### config.mk
export PLATFORM = sky130hd
export DESIGN_NAME = mod_square_gen
export DESIGN_NICKNAME = d
export VERILOG_FILES = /design/src/rtl/mod_square_gen.sv
export SDC_FILE = /design/constraint.sdc
export NUM_CORES = 1
export LEC_CHECK = 0
export BUFFER_PORTS_ARGS = -buffer_cell sky130_fd_sc_hd__buf_2
export CAP_MARGIN = 20
export CORE_MARGIN = 2
export CORE_UTILIZATION = 52
export CTS_CLUSTER_DIAMETER = 30
export DETAILED_ROUTE_END_ITERATION = 10
export PLACE_DENSITY = 0.78
export SLEW_MARGIN = 20
export SYNTH_ARGS = -nofsm -noshare
export SYNTH_HDL_FRONTEND = slang
export SYNTH_SLANG_ARGS = --single-unit
export TNS_END_PERCENT = 100
### constraint.sdc
create_clock -name i_clk -period 13.1 [get_ports i_clk]
set_clock_uncertainty 0.2 [all_clocks]
set_input_delay 1.31 -clock i_clk [delete_from_list [all_inputs] [get_ports i_clk]]
set_output_delay 1.31 -clock i_clk [all_outputs]
set_load 0.05 [all_outputs]
### src/rtl/mod_square_gen.sv
// mod_square_gen: square-wave bias modulation source for the PIG loop.
// Drives the modulation DAC word plus the status/polarity/trig interface
// consumed by the error-signal demodulator.
// Optional build macro: MOD_SAT_EN clamps amplitudes to the DAC range
// instead of truncating them to DAC_BIT bits.
module mod_square_gen #(
  parameter int unsigned DAC_BIT  = 14,
  parameter int unsigned MIN_HALF = 2
) (
  input  logic                      i_clk,
  input  logic                      i_rst_n,
  input  logic                      i_en,
  input  logic                      i_polarity,
  input  logic        [31:0]        i_freq_cnt,
  input  logic        [31:0]        i_trig_dly,
  input  logic signed [31:0]        i_amp_h,
  input  logic signed [31:0]        i_amp_l,
  output logic signed [DAC_BIT-1:0] o_mod_out,
  output logic                      o_status,
  output logic                      o_polarity,
  output logic                      o_trig,
  output logic                      o_period_done
);

  typedef enum logic [1:0] {IDLE, LOAD, RUN} state_e;

  state_e                    state_q, state_d;
  logic                      r_en_q, r_pol_q;
  logic               [31:0] r_freq_q, r_dly_q;
  logic signed        [31:0] r_amph_q, r_ampl_q;
  logic               [31:0] half_q, half_d, trigpt_q, trigpt_d, cnt_q, cnt_d;
  logic signed        [31:0] amph_q, amph_d, ampl_q, ampl_d;
  logic                      status_q, status_d, pol_q;
  logic signed [DAC_BIT-1:0] mod_q, mod_d;
  logic               [31:0] half_calc, dly_calc;
  logic                      pol_change, trig, done;

  // Map a 32-bit amplitude onto the DAC word.
  function automatic logic signed [DAC_BIT-1:0] dac_word(input logic signed [31:0] amp);
`ifdef MOD_SAT_EN
    logic signed [31:0] hi;
    logic signed [31:0] lo;
    hi = (32'sd1 <<< (DAC_BIT - 1)) - 32'sd1;
    lo = -(32'sd1 <<< (DAC_BIT - 1));
    if (amp > hi)      return hi[DAC_BIT-1:0];
    else if (amp < lo) return lo[DAC_BIT-1:0];
    else               return amp[DAC_BIT-1:0];
`else
    return amp[DAC_BIT-1:0];
`endif
  endfunction

  // Register every control/data input once.
  always_ff @(posedge i_clk or negedge i_rst_n) begin
    if (!i_rst_n) begin
      r_en_q   <= 1'b0;
      r_pol_q  <= 1'b1;
      r_freq_q <= '0;
      r_dly_q  <= '0;
      r_amph_q <= '0;
      r_ampl_q <= '0;
    end else begin
      r_en_q   <= i_en;
      r_pol_q  <= i_polarity;
      r_freq_q <= i_freq_cnt;
      r_dly_q  <= i_trig_dly;
      r_amph_q <= i_amp_h;
      r_ampl_q <= i_amp_l;
    end
  end

  // Candidate shadow values: half length floored at MIN_HALF, delay kept inside the half.
  always_comb begin
    half_calc = ((r_freq_q >> 1) < MIN_HALF) ? MIN_HALF : (r_freq_q >> 1);
    dly_calc  = (r_dly_q > half_calc - 32'd1) ? half_calc - 32'd1 : r_dly_q;
  end

  // FSM next state, counter, shadows and output decode.
  always_comb begin
    state_d    = state_q;
    cnt_d      = cnt_q;
    status_d   = status_q;
    mod_d      = mod_q;
    half_d     = half_q;
    trigpt_d   = trigpt_q;
    amph_d     = amph_q;
    ampl_d     = ampl_q;
    trig       = 1'b0;
    done       = 1'b0;
    pol_change = (r_pol_q != pol_q);
    case (state_q)
      IDLE: begin
        status_d = 1'b0;
        mod_d    = '0;
        if (r_en_q) state_d = LOAD;
      end
      LOAD: begin
        half_d   = half_calc;
        trigpt_d = half_calc - 32'd1 - dly_calc;
        amph_d   = r_amph_q;
        ampl_d   = r_ampl_q;
        cnt_d    = half_calc - 32'd1;
        status_d = r_pol_q;
        mod_d    = dac_word(r_pol_q ? r_amph_q : r_ampl_q);
        state_d  = RUN;
      end
      RUN: begin
        if (!r_en_q) begin
          state_d  = IDLE;
          status_d = 1'b0;
          mod_d    = '0;
        end else if (pol_change) begin
          state_d = LOAD;
        end else begin
          trig = (cnt_q == trigpt_q);
          if (cnt_q == '0) begin
            status_d = ~status_q;
            // Second half ending closes the period: reload shadows for the next one.
            if (status_q != r_pol_q) begin
              done     = 1'b1;
              half_d   = half_calc;
              trigpt_d = half_calc - 32'd1 - dly_calc;
              amph_d   = r_amph_q;
              ampl_d   = r_ampl_q;
              cnt_d    = half_calc - 32'd1;
              mod_d    = dac_word(status_d ? r_amph_q : r_ampl_q);
            end else begin
              cnt_d = half_q - 32'd1;
              mod_d = dac_word(status_d ? amph_q : ampl_q);
            end
          end else begin
            cnt_d = cnt_q - 32'd1;
          end
        end
      end
      default: state_d = IDLE;
    endcase
  end

  // State, counter, shadow and registered output update.
  always_ff @(posedge i_clk or negedge i_rst_n) begin
    if (!i_rst_n) begin
      state_q  <= IDLE;
      cnt_q    <= '0;
      half_q   <= '0;
      trigpt_q <= '0;
      amph_q   <= '0;
      ampl_q   <= '0;
      status_q <= 1'b0;
      pol_q    <= 1'b1;
      mod_q    <= '0;
    end else begin
      state_q  <= state_d;
      cnt_q    <= cnt_d;
      half_q   <= half_d;
      trigpt_q <= trigpt_d;
      amph_q   <= amph_d;
      ampl_q   <= ampl_d;
      status_q <= status_d;
      pol_q    <= r_pol_q;
      mod_q    <= mod_d;
    end
  end

  assign o_mod_out     = mod_q;
  assign o_status      = status_q;
  assign o_polarity    = pol_q;
  assign o_trig        = trig;
  assign o_period_done = done;

endmodule

# Word level (Yosys, flattened, before mapping)
# Cells that the tools add are included.
[op_classes]
mul = 0
magnitude_cmp = 2
reduce_logical = 8
n_eq_ne = 13
n_bitwise = 1
div_mod_pow = 0
muxes = 51
n_addsub = 4
shifts = 0
[op_table]
columns = ["operator", "count"]
rows = [
  ["two-way mux 32 bit", 13],
  ["two-way mux 14 bit", 15],
  ["one-hot mux 32 bit (2 select lines)", 3],
  ["subtractor 32 x 1 -> 32 bit, second input constant", 2],
  ["one-hot mux 14 bit (2 select lines)", 2],
  ["one-hot mux 14 bit (3 select lines)", 1],
  ["== test 32 bit", 1],
  ["greater-than comparator 32 bit", 1],
  ["logical NOT 32 bit", 1],
  ["subtractor 31 x 1 -> 32 bit, second input constant", 1],
  ["subtractor 32 bit", 1],
  ["less-than comparator 31 x 2 -> 1 bit, second input constant", 1],
  ["two-way mux 31 bit", 1],
  ["two-way mux 1 bit", 11],
  ["!= test 2 bit, second input constant", 5],
  ["!= test 3 bit, second input constant", 3],
  ["two-way mux 2 bit", 3],
  ["one-hot mux 2 bit (3 select lines)", 1],
  ["AND reduction 3 bit", 2],
  ["AND reduction 5 bit", 1],
  ["one-hot mux 1 bit (3 select lines)", 1],
  ["nonzero test 3 bit", 1],
  ["== test 2 x 1 -> 1 bit, second input constant", 1],
  ["== test 2 bit, second input constant", 1],
  ["other kinds (5)", 6],
]
[word_totals]
mem_count = 0
latchBits = 0
reg_bits = 236
romBits = 0
ram_bits = 0
word_cells = 94

# Logic depth before layout (Yosys ltp)
# Gate-level depths: netlist of the first run.
[depth]
ltp_word = 11
mapped_depth = 34
depth_no_buf = 32

# Worst setup path before layout of the first run
# Ideal clock, no wire load.
[synth_path]
path_kind = "flip-flop to flip-flop"
startpoint = "reg r_freq_q[15]"
endpoint = "reg trigpt_q[23]"
stages_incl_launch_ff = 33
t_required_ps = 12772
arrival_time_ps = 7233
path_slack_ps = 5538
synth_period_minus_slack_ps = 7562
path_cell_list = "dfrtp_1 or4_4 or4_1 buf_2 nor3_1 nand2b_1 ha_1 and2_1 nand2b_1 nor2_1 and3b_1 xor2_1 inv_1 ha_1 nand4_1 nor3_1 and3_1 nand2_1 o211a_1 o31a_1 a21oi_4 clkbuf_1 o21ai_0 ha_1 o21ai_0 a31oi_1 or4_1 a311o_1 a21oi_1 a31oi_1 o211ai_1 nor4b_1 nor3_1"
[synth_via]
elab_chain_cells = 11
[synth_rtl]
columns = ["item", "line_no", "text"]
rows = [
  ["from (decl)", "29", "logic [31:0] r_freq_q, r_dly_q;"],
  ["from (signal assigned)", "65", "r_freq_q <= i_freq_cnt;"],
  ["less-than comparator 31 x 2 -> 1 bit", "74", "half_calc = ((r_freq_q >> 1) < MIN_HALF) ? MIN_HALF : (r_freq_q >> 1);"],
  ["two-way mux 31 bit (*)", "74", ""],
  ["subtractor 31 x 1 -> 32 bit (*)", "75, 99, 122", ""],
  ["greater-than comparator 32 bit", "75", "dly_calc = (r_dly_q > half_calc - 32'd1) ? half_calc - 32'd1 : r_dly_q;"],
  ["two-way mux 32 bit", "75", ""],
  ["subtractor 32 bit (*)", "99, 122", ""],
  ["two-way mux 32 bit", "119", "if (status_q != r_pol_q) begin"],
  ["two-way mux 32 bit", "116", "if (cnt_q == '0) begin"],
  ["two-way mux 32 bit", "112", "end else if (pol_change) begin"],
  ["two-way mux 32 bit", "108", "if (!r_en_q) begin"],
  ["one-hot mux 32 bit (2 select lines) (*)", "91", "case (state_q)"],
  ["to (signal assigned)", "156", "trigpt_q <= trigpt_d;"],
  ["to (decl)", "31", "logic [31:0] half_q, half_d, trigpt_q, trigpt_d, cnt_q, cnt_d;"],
]
# Mark *: on every way between the ends. The rest lies on a longest branch, timed or not. The select of a mux whose other input is x is not followed.
# A chain may end at the register's enable or synchronous reset.

# Worst setup path in the final report of the first run
[layout_path]
startpoint = "reg r_freq_q[15]"
endpoint = "reg trigpt_q[26]"
# The elaborated chain is that of the path after synthesis.

==> run summary, run 1 <==
Status: completed
Core ar.: 25200 µm²
Layout net count: 1820
Tot GR Track Use: 26.9%
Area growth syn-to-layout: 20.5%
DRT iter0 DRCs: 960
Crit-path max cell delay: 0.61 ns
Placed cell areas: 14200 µm²
FFs w/ async S/R, synth: 100%
Final setup margin: 3.46 ns
P per Cell Area: 229 nW/µm²
Post-route design area: 16100 µm²
First-pass GRT wire length: 57.3 mm
CP max stage cell: or4_1
WHS Path Cells: 2
Largest net degree at the start of global routing: 87
Crit-path max FO: 26
R2R setup slack: 3.46 ns
I/O Pins: 150
Commonest non-fill, non-tap cell in the layout: nand2_1
Count of warnings emitted by yosys: 0
RSZ-0062 raised after global routing: no
Port bufs: 112
Post-synth EDFFs: 0
CP Capture Type: flip-flop
Top post-synthesis cells by area: dfrtp_1 (43%), nand2_1 (8.6%), ha_1 (6.7%), xor2_1 (5.2%), o21ai_0 (3.6%)
Worst Reg-to-Reg Cells: 31
Post-synth top flop: dfrtp_1
Worst-path clk slew: 0.05 ns
Max cap viols: 0
Flops & latches, synth: 234
Vias in the first global route: 11200
Initial antenna violation count: 4
Detailed Routing Iterations Pass 1: 5
Total gr overflow: 0
Total Power: 0.00369 W
Skew-Pair Late Insertion Delay: 0.56 ns
Total negative slack: 0 ns
Pre-CTS WS: 3.80 ns
Slew @ Worst Pin: 1.13 ns
FF-to-FF End: trigpt_q[26]$_DFFE_PN0P_
Final setup vio count: 0
Avg Inst Size Synth: 8.88 µm²
Hold_sp: amph_q[5]$_DFFE_PN0P_
Die boundary height: 164 µm
Hold buffer count at CTS: 0
Vias per cell: 5.76
Worst Setup Start Kind: flip-flop
Pins over their slew limit: 0
Setup bufs post-CTS: 0
Routability Congestion: 0.962
H-tree levels: 2
F_max: 0.104 GHz
Vias: 11500
Die Area: 27000 µm²
Gate Count Post-Synth: 1503
Worst Hold Class: flip-flop to flip-flop
Initial Utilization: 53.0%
CTS tree: done
Slew Limit Headroom: 24.7%
CTS root buf: clkbuf_16
Antenna viol nets, final: 0
DRC Markers: 0
Fin util: 63.9%
Post-Syn Nets: 1708
Cell taking the most area after synthesis: dfrtp_1
Setup Crit Path Kind: flip-flop to flip-flop
Commonest cells after routing, fill and taps aside: nand2_1 (306), dfrtp_1 (232), buf_2 (111), nor2_1 (102), o21ai_0 (95)
Area share of the largest cell type after synthesis: 43.5%
Critical R2R Launch: r_freq_q[15]$_DFF_PN0_
Synth Cell Area: 13400 µm²
Sequential share of the synthesized area: 43.9%
Worst Hold Path EP: amph_q[5]$_DFFE_PN0P_
CTS Buffer Depth: 3
Wirelength per Cell: 17.8 µm
Minimum clock period: 9.64 ns
Final Hold Fails: 0
WP data required: 13.29 ns
Post-DP HPWL: 24.9 mm
Worst vdd ir: 0.000151 V
Die Width: 164 µm
TritonCTS Sinks: 234
Critical path arrival: 9.83 ns
Share of layout cells above drive strength 1: 14.6%
Final period utilization: 73.6%
Pleak: 7.40 nW
Clock buffer count from CTS: 53
Std cell rows: 58
CTS resizes: 0
Synth unique cells: 69
Post-Route WL: 35.5 mm
-- worst max-delay path, delay by kind of cell, from the launching register on --
family                     cells  cell delay [ns]
DFF                            1             0.43
buffers and inverters          1             0.16
AOI/OAI and AO/OA             11             2.84
and+or+nand+nor               13             4.07
xor gates and xnor gates       2             0.52
adders and majority gates      4             1.21
-- registers in the layout, indices dropped and copies added, names as in the netlist --
name,flops
o_mod_out,14
o_status,1
cnt_q,32
r_freq_q,31
o_polarity,1
trigpt_q,32
ampl_q,14
r_pol_q,1
r_amph_q,14
state_q,2
r_ampl_q,14
half_q,31
r_en_q,1
r_dly_q,32
amph_q,14
-- how the worst max path moves through the flow --
stage	start	end	slack (ns)	depth (start not counted)
3_3_place_gp	r_freq_q[15]$_DFF_PN0_	trigpt_q[26]$_DFFE_PN0P_	3.88	31
3_5_place_dp	r_freq_q[15]$_DFF_PN0_	trigpt_q[26]$_DFFE_PN0P_	3.80	31
4_1_cts	r_freq_q[15]$_DFF_PN0_	trigpt_q[30]$_DFFE_PN0P_	3.54	30
2_1_floorplan	r_freq_q[15]$_DFF_PN0_	trigpt_q[23]$_DFFE_PN0P_	5.54	32
5_1_grt	r_freq_q[15]$_DFF_PN0_	trigpt_q[28]$_DFFE_PN0P_	2.91	32
6_report	r_freq_q[15]$_DFF_PN0_	trigpt_q[26]$_DFFE_PN0P_	3.46	31
-- stage by stage --
step	hold slack, ns	std cells
6_report	0.264	1993
5_1_grt	0.285	1990
4_1_cts	0.267	1989
3_5_place_dp	0.256	1890
3_3_place_gp	0.250	1890
2_1_floorplan	0.158	1503
-- power breakdown --
| part | leakage (nW) | internal, W | total (W) | switching, W |
|---|---|---|---|---|
| registers | 2.78 | 0.000949 | 0.00118 | 0.000234 |
| logic | 3.72 | 0.000415 | 0.00114 | 0.000727 |
| clock network | 0.898 | 0.000933 | 0.00137 | 0.000434 |
| total | 7.40 | 0.00230 | 0.00369 | 0.00139 |
-- synthesized netlist by cell type, drive strengths merged (3+ instances only) --
library cell / instances
nand4b: 3
inv: 52
nor3: 38
o211ai: 11
nor4: 29
a22oi: 22
nor2b: 4
mux2i: 16
or2: 7
nand3: 24
o21a: 3
a22o: 4
xor2: 80
a21oi: 82
o22ai: 31
nand2: 307
a31o: 3
o31ai: 7
dfrtp: 232
a31oi: 10
buf: 9
a21o: 20
nand4: 9
o31a: 3
o21ai: 96
o221ai: 4
o211a: 3
nor4b: 3
nand3b: 4
nand2b: 13
and2: 5
ha: 72
and3: 7
a211oi: 12
clkbuf: 57
nor2: 102
xnor2: 54
a211o: 3
or3: 17
or4: 18
and4: 4
-- cells by family after synthesis --
family	after synthesis	synth area share, %
XOR/XNOR	135	9.02
adder cells (fa/ha/maj)	73	6.90
other	1	0.0281
AO/OA/AOI/OAI	325	15.0
AND/OR/NAND/NOR	599	20.4
flip-flops	234	43.9
multiplexers	17	1.28
buffers and inverters	119	3.45
-- layout make-up --
class                           count  area (µm²)
Fill cell                        2018        9100
Clock inverter                     35         430
Tap cell                          330         413
Clock buffer                       64        1460
Sequential cell                   234        5860
Multi-Input combinational cell   1150        7060
Inverter                           53         199
Timing Repair Buffer              123         657
Antenna cell                        4        10.0
-- layer usage --
metal  vias to the layer above  GRT usage [%]  part of all wire [%]
li1                       5489              -                     -
met1                      5486           36.5                    43
met2                       433           42.9                    46
met3                        79           5.66                   8.1
met4                         2           9.13                   2.9
met5                         -              0                 0.031
(Power assumes the default switching activity.)
==> run 2: changes to the inputs <==
- clock period: 13.1 -> 9.2 ns (I/O delays scaled with it)
==> run summary, run 2 (synthesis gave the netlist of run 1 again) <==
Minimum clock period: 8.87 ns
WP data required: 9.43 ns
Setup Crit Path Kind: flip-flop to flip-flop
DRC Markers: 0
DRT iter0 DRCs: 916
Stages on worst setup path: 33
Initial Utilization: 53.0%
Final Hold Fails: 0
Grt peak-use layer: met2
Worst Hold Class: primary input to async pin
Critical path arrival: 9.10 ns
Worst-path clk slew: 0.05 ns
Initial antenna violation count: 7
Wirelength per Cell: 18.1 µm
Commonest non-fill, non-tap cell in the layout: nand2_1
Pins over their slew limit: 0
Clock buffer count from CTS: 51
Share of layout cells above drive strength 1: 15.3%
Critical R2R Launch: r_freq_q[15]$_DFF_PN0_
Slew Limit Headroom: 26.2%
Antenna viol nets, final: 0
Crit path from: r_freq_q[15]$_DFF_PN0_
Non-Filler Instances: 2000
Worst Setup Start Kind: flip-flop
Placed cell areas: 14300 µm²
Skew-Pair Late Insertion Delay: 0.56 ns
Top flop regs: cnt_q (32), r_dly_q (32), trigpt_q (32)
CTS root buf: clkbuf_16
Die boundary height: 164 µm
Area growth syn-to-layout: 21.4%
Status: completed
Final period utilization: 96.4%
TritonCTS Sinks: 234
R2R setup slack: 0.33 ns
Vias: 11600
Pleak: 7.47 nW
Commonest cells after routing, fill and taps aside: nand2_1 (306), dfrtp_1 (232), buf_2 (111), nor2_1 (101), o21ai_0 (95)
GR Util met1: 36.1%
Cell mode on critical path: nor3_1
CP delay by family, top: simple AND/OR/NAND/NOR gates
Total negative slack: 0 ns
Worst vdd ir: 0.000230 V
Total Power: 0.00528 W
Slew @ Worst Pin: 1.11 ns
Die Width: 164 µm
H-tree levels: 2
Hold Slack: 0.220 ns
Worst Reg-to-Reg Cells: 33
Routing usage on met2: 43.5%
CP Capture Type: flip-flop
Crit-path max FO: 15
Largest net degree at the start of global routing: 109
Die Area: 27000 µm²
CTS Buffer Depth: 3
Post-Route WL: 36.1 mm
Layout net count: 1831
Fillers: 1987
Total gr overflow: 0
Vias in the first global route: 11400
Post-DP HPWL: 25.2 mm
I/O Pins: 150
Std cell rows: 58
Crit-path max cell delay: 0.62 ns
Max cap viols: 0
FF-to-FF End: trigpt_q[23]$_DFFE_PN0P_
Core ar.: 25200 µm²
Vias per cell: 5.80
RSZ-0062 raised after global routing: no
Post-Place Cells: 1901
Tot GR Track Use: 27.4%
P per Cell Area: 326 nW/µm²
Final setup vio count: 0
Port bufs: 112
CP max stage cell: or4_1
GR Util met3: 6.59%
Detailed Routing Iterations Pass 1: 5
First-pass GRT wire length: 58.2 mm
Buf/Inv on CP: 4
Post-route design area: 16200 µm²
Routability Congestion: 0.948
F_max: 0.113 GHz
CTS tree: done
[run 2: cell types whose count changed in the layout (fill, tap and decap cells not counted), sizes merged]
cell and change:
clkbuf -1, buf +13, clkinv -3, clkinvlp -2, diode -2, bufinv +2
[run 2: area by class of cell]
type                    instances  area, µm²  share of cell area [%]
repair buffers                136        763                    4.71
clock buffers                  63       1400                    8.65
inverters                      53        199                    1.23
clock inverters                32        470                    2.90
diodes                          2       5.00                  0.0309
multi-input cells            1150       7100                    43.8
flip-flops and latches        234       5860                    36.1
well taps                     330        413                    2.55
[run 2: per-stage QoR]
stage / setup WS (ns) / util (%)
global route: 0.00667 / 64.3
floorplan: 1.64 / -
finish: 0.327 / 64.4
detailed placement: 0.441 / 56.6
CTS: 0.312 / 64.1
global placement: 0.696 / 56.6
[run 2: per-layer routing]
metal	routed length, µm	part of all wire (%)	vias up
li1	-	-	5507
met1	15200	42	5509
met2	16400	45	488
met3	3150	8.7	98
met4	1330	3.7	6
met5	35	0.097	-
[run 2: how the worst max path moves through the flow]
stage / end / slack (ns)
floorplan: trigpt_q[23]$_DFFE_PN0P_ / 1.64
global placement: trigpt_q[23]$_DFFE_PN0P_ / 0.70
detailed placement: trigpt_q[23]$_DFFE_PN0P_ / 0.44
CTS: trigpt_q[30]$_DFFE_PN0P_ / 0.31
global route: trigpt_q[26]$_DFFE_PN0P_ / 0.007
finish: trigpt_q[23]$_DFFE_PN0P_ / 0.33
[run 2: what timing repair did]
| item | in CTS | in global routing |
|---|---|---|
| buffers inserted | 0 | 2 |
| gates resized for setup | 0 | 5 |
| endpoints found under the setup margin | 0 | 10 |
| hold buffers | 0 | 0 |
[run 2: power by group]
group	leakage (nW)	switching, W	internal, W
Sequential	2.78	0.000334	0.00135
Clock	0.889	0.000612	0.00134
Combinational	3.80	0.00104	0.000599
==> run 3: changes to the inputs <==
- CORE_UTILIZATION: 52 -> 25
- PLACE_DENSITY: 0.78 -> 0.47
- RECOVER_POWER: default -> 25
==> run summary, run 3 (synthesis gave the netlist of run 1 again) <==
Worst vdd ir: 0.000150 V
Total negative slack: 0 ns
WL met2: 18.0 mm
Max cap viols: 1
Crit-path max cell delay: 0.60 ns
Worst Reg-to-Reg Cells: 34
Top flop regs: cnt_q (32), r_dly_q (32), trigpt_q (32)
Skew-Pair Late Insertion Delay: 0.58 ns
Routability Congestion: 0.845
Post-Route M1 WL: 19.3 mm
Commonest cells after routing, fill and taps aside: nand2_1 (306), dfrtp_1 (232), nor2_1 (101), buf_2 (101), o21ai_0 (95)
Die Width: 235 µm
CTS root buf: clkbuf_16
Commonest non-fill, non-tap cell in the layout: nand2_1
CP delay by family, top: simple AND/OR/NAND/NOR gates
FF-to-FF End: trigpt_q[26]$_DFFE_PN0P_
Fillers: 5418
Share of layout cells above drive strength 1: 17.2%
Core ar.: 52700 µm²
RSZ-0062 raised after global routing: no
Largest net degree at the start of global routing: 121
Clock buffer count from CTS: 75
CTS tree: done
R2R setup slack: 0.70 ns
Slew @ Worst Pin: 6.69 ns
Post-Place Cells: 2291
Tot GR Track Use: 15.0%
I/O Pins: 150
Worst Setup Start Kind: flip-flop
Crit-path max FO: 19
Setup Crit Path Kind: flip-flop to flip-flop
Vias: 11400
Setup bufs post-CTS: 0
Area growth syn-to-layout: 30.9%
TritonCTS Sinks: 234
F_max: 0.118 GHz
Fin util: 33.2%
Final period utilization: 92.4%
DRC Markers: 0
DRT iter0 DRCs: 634
Die boundary height: 235 µm
Std cell rows: 84
Antenna viol nets, final: 0
Hold_sp: i_amp_l[9]
WL met3: 2.63 mm
Cell mode on critical path: buf_4
Initial antenna violation count: 12
Wirelength per Cell: 16.9 µm
H-tree levels: 3
CTS Buffer Depth: 3
Status: finished, violations left
Vias per cell: 4.68
Worst Hold Class: primary input to flip-flop
CP Capture Type: flip-flop
WP data required: 9.41 ns
Buf/Inv on CP: 5
WHS Path Cells: 1
Post-Route WL: 41.2 mm
Worst-path clk slew: 0.04 ns
Initial Utilization: 25.4%
Final Hold Fails: 0
Worst Hold Path EP: r_ampl_q[9]$_DFF_PN0_
Port bufs: 112
Layout net count: 1886
Post-DP HPWL: 29.9 mm
Detailed Routing Iterations Pass 1: 5
Hold buffer count at CTS: 0
First-pass GRT wire length: 65.2 mm
CTS resizes: 0
CP max stage cell: or4_1
Non-Filler Instances: 2432
DR top layer: met5
Vias in the first global route: 11600
Pleak: 7.93 nW
Critical R2R Launch: r_freq_q[15]$_DFF_PN0_
Total gr overflow: 0
Die Area: 55300 µm²
Slew Limit Headroom: -346%
Pins over their slew limit: 121
Final setup vio count: 0
Failing checks: max-capacitance violations, max-slew violations
Minimum clock period: 8.50 ns
Hold Slack: 0.240 ns
Critical path arrival: 8.72 ns
P per Cell Area: 336 nW/µm²
==> run 3: cell types whose count changed in the layout (fill, tap and decap cells not counted), sizes merged <==
cell | before | now
inv | 56 | 57
bufinv | 9 | 7
clkinvlp | 9 | 2
diode | 2 | 1
clkbuf | 63 | 116
clkinv | 11 | 20
buf | 136 | 157
==> run 3: layer usage <==
metal | vias up | global-route usage, %
met4 | 22 | 5.41
met1 | 5347 | 19.9
met2 | 283 | 23.1
met3 | 102 | 4.51
met5 | - | 0
li1 | 5634 | -
==> run 3: area by class of cell <==
cell class / instances / area [µm²] / area share [%]
Multi-Input combinational cell: 1150 / 7070 / 40.4
Sequential cell: 234 / 5860 / 33.5
Timing Repair Buffer: 167 / 972 / 5.56
Tap cell: 688 / 861 / 4.92
Clock inverter: 33 / 383 / 2.19
Antenna cell: 1 / 2.50 / 0.0143
Inverter: 53 / 199 / 1.14
Clock buffer: 106 / 2140 / 12.2
==> run 3: worst max-delay path by stage <==
stage,start,to,slack (ns),depth (start not counted)
6_report,r_freq_q[15]$_DFF_PN0_,trigpt_q[26]$_DFFE_PN0P_,0.70,34
5_1_grt,r_freq_q[15]$_DFF_PN0_,trigpt_q[31]$_DFFE_PN0P_,0.04,33
4_1_cts,r_freq_q[15]$_DFF_PN0_,trigpt_q[23]$_DFFE_PN0P_,0.58,33
3_5_place_dp,r_freq_q[15]$_DFF_PN0_,trigpt_q[28]$_DFFE_PN0P_,0.62,35
3_3_place_gp,r_freq_q[15]$_DFF_PN0_,trigpt_q[28]$_DFFE_PN0P_,0.67,34
2_1_floorplan,r_freq_q[15]$_DFF_PN0_,trigpt_q[23]$_DFFE_PN0P_,1.64,32
==> run 3: power breakdown <==
| part | internal (W) | switching [W] | total (W) |
|---|---|---|---|
| Combinational | 0.000622 | 0.00105 | 0.00167 |
| Clock | 0.00180 | 0.000728 | 0.00252 |
| Sequential | 0.00135 | 0.000330 | 0.00168 |
==> run 3: stage by stage <==
stage                     power [W]  setup slack (ns)  area, µm²
after floorplan             0.00283              1.64      13400
after global placement      0.00333             0.674      14900
after detailed placement    0.00337             0.622      15000
after CTS                   0.00594             0.576      17500
after global routing        0.00625            0.0437      17500
final                       0.00588             0.695      17500
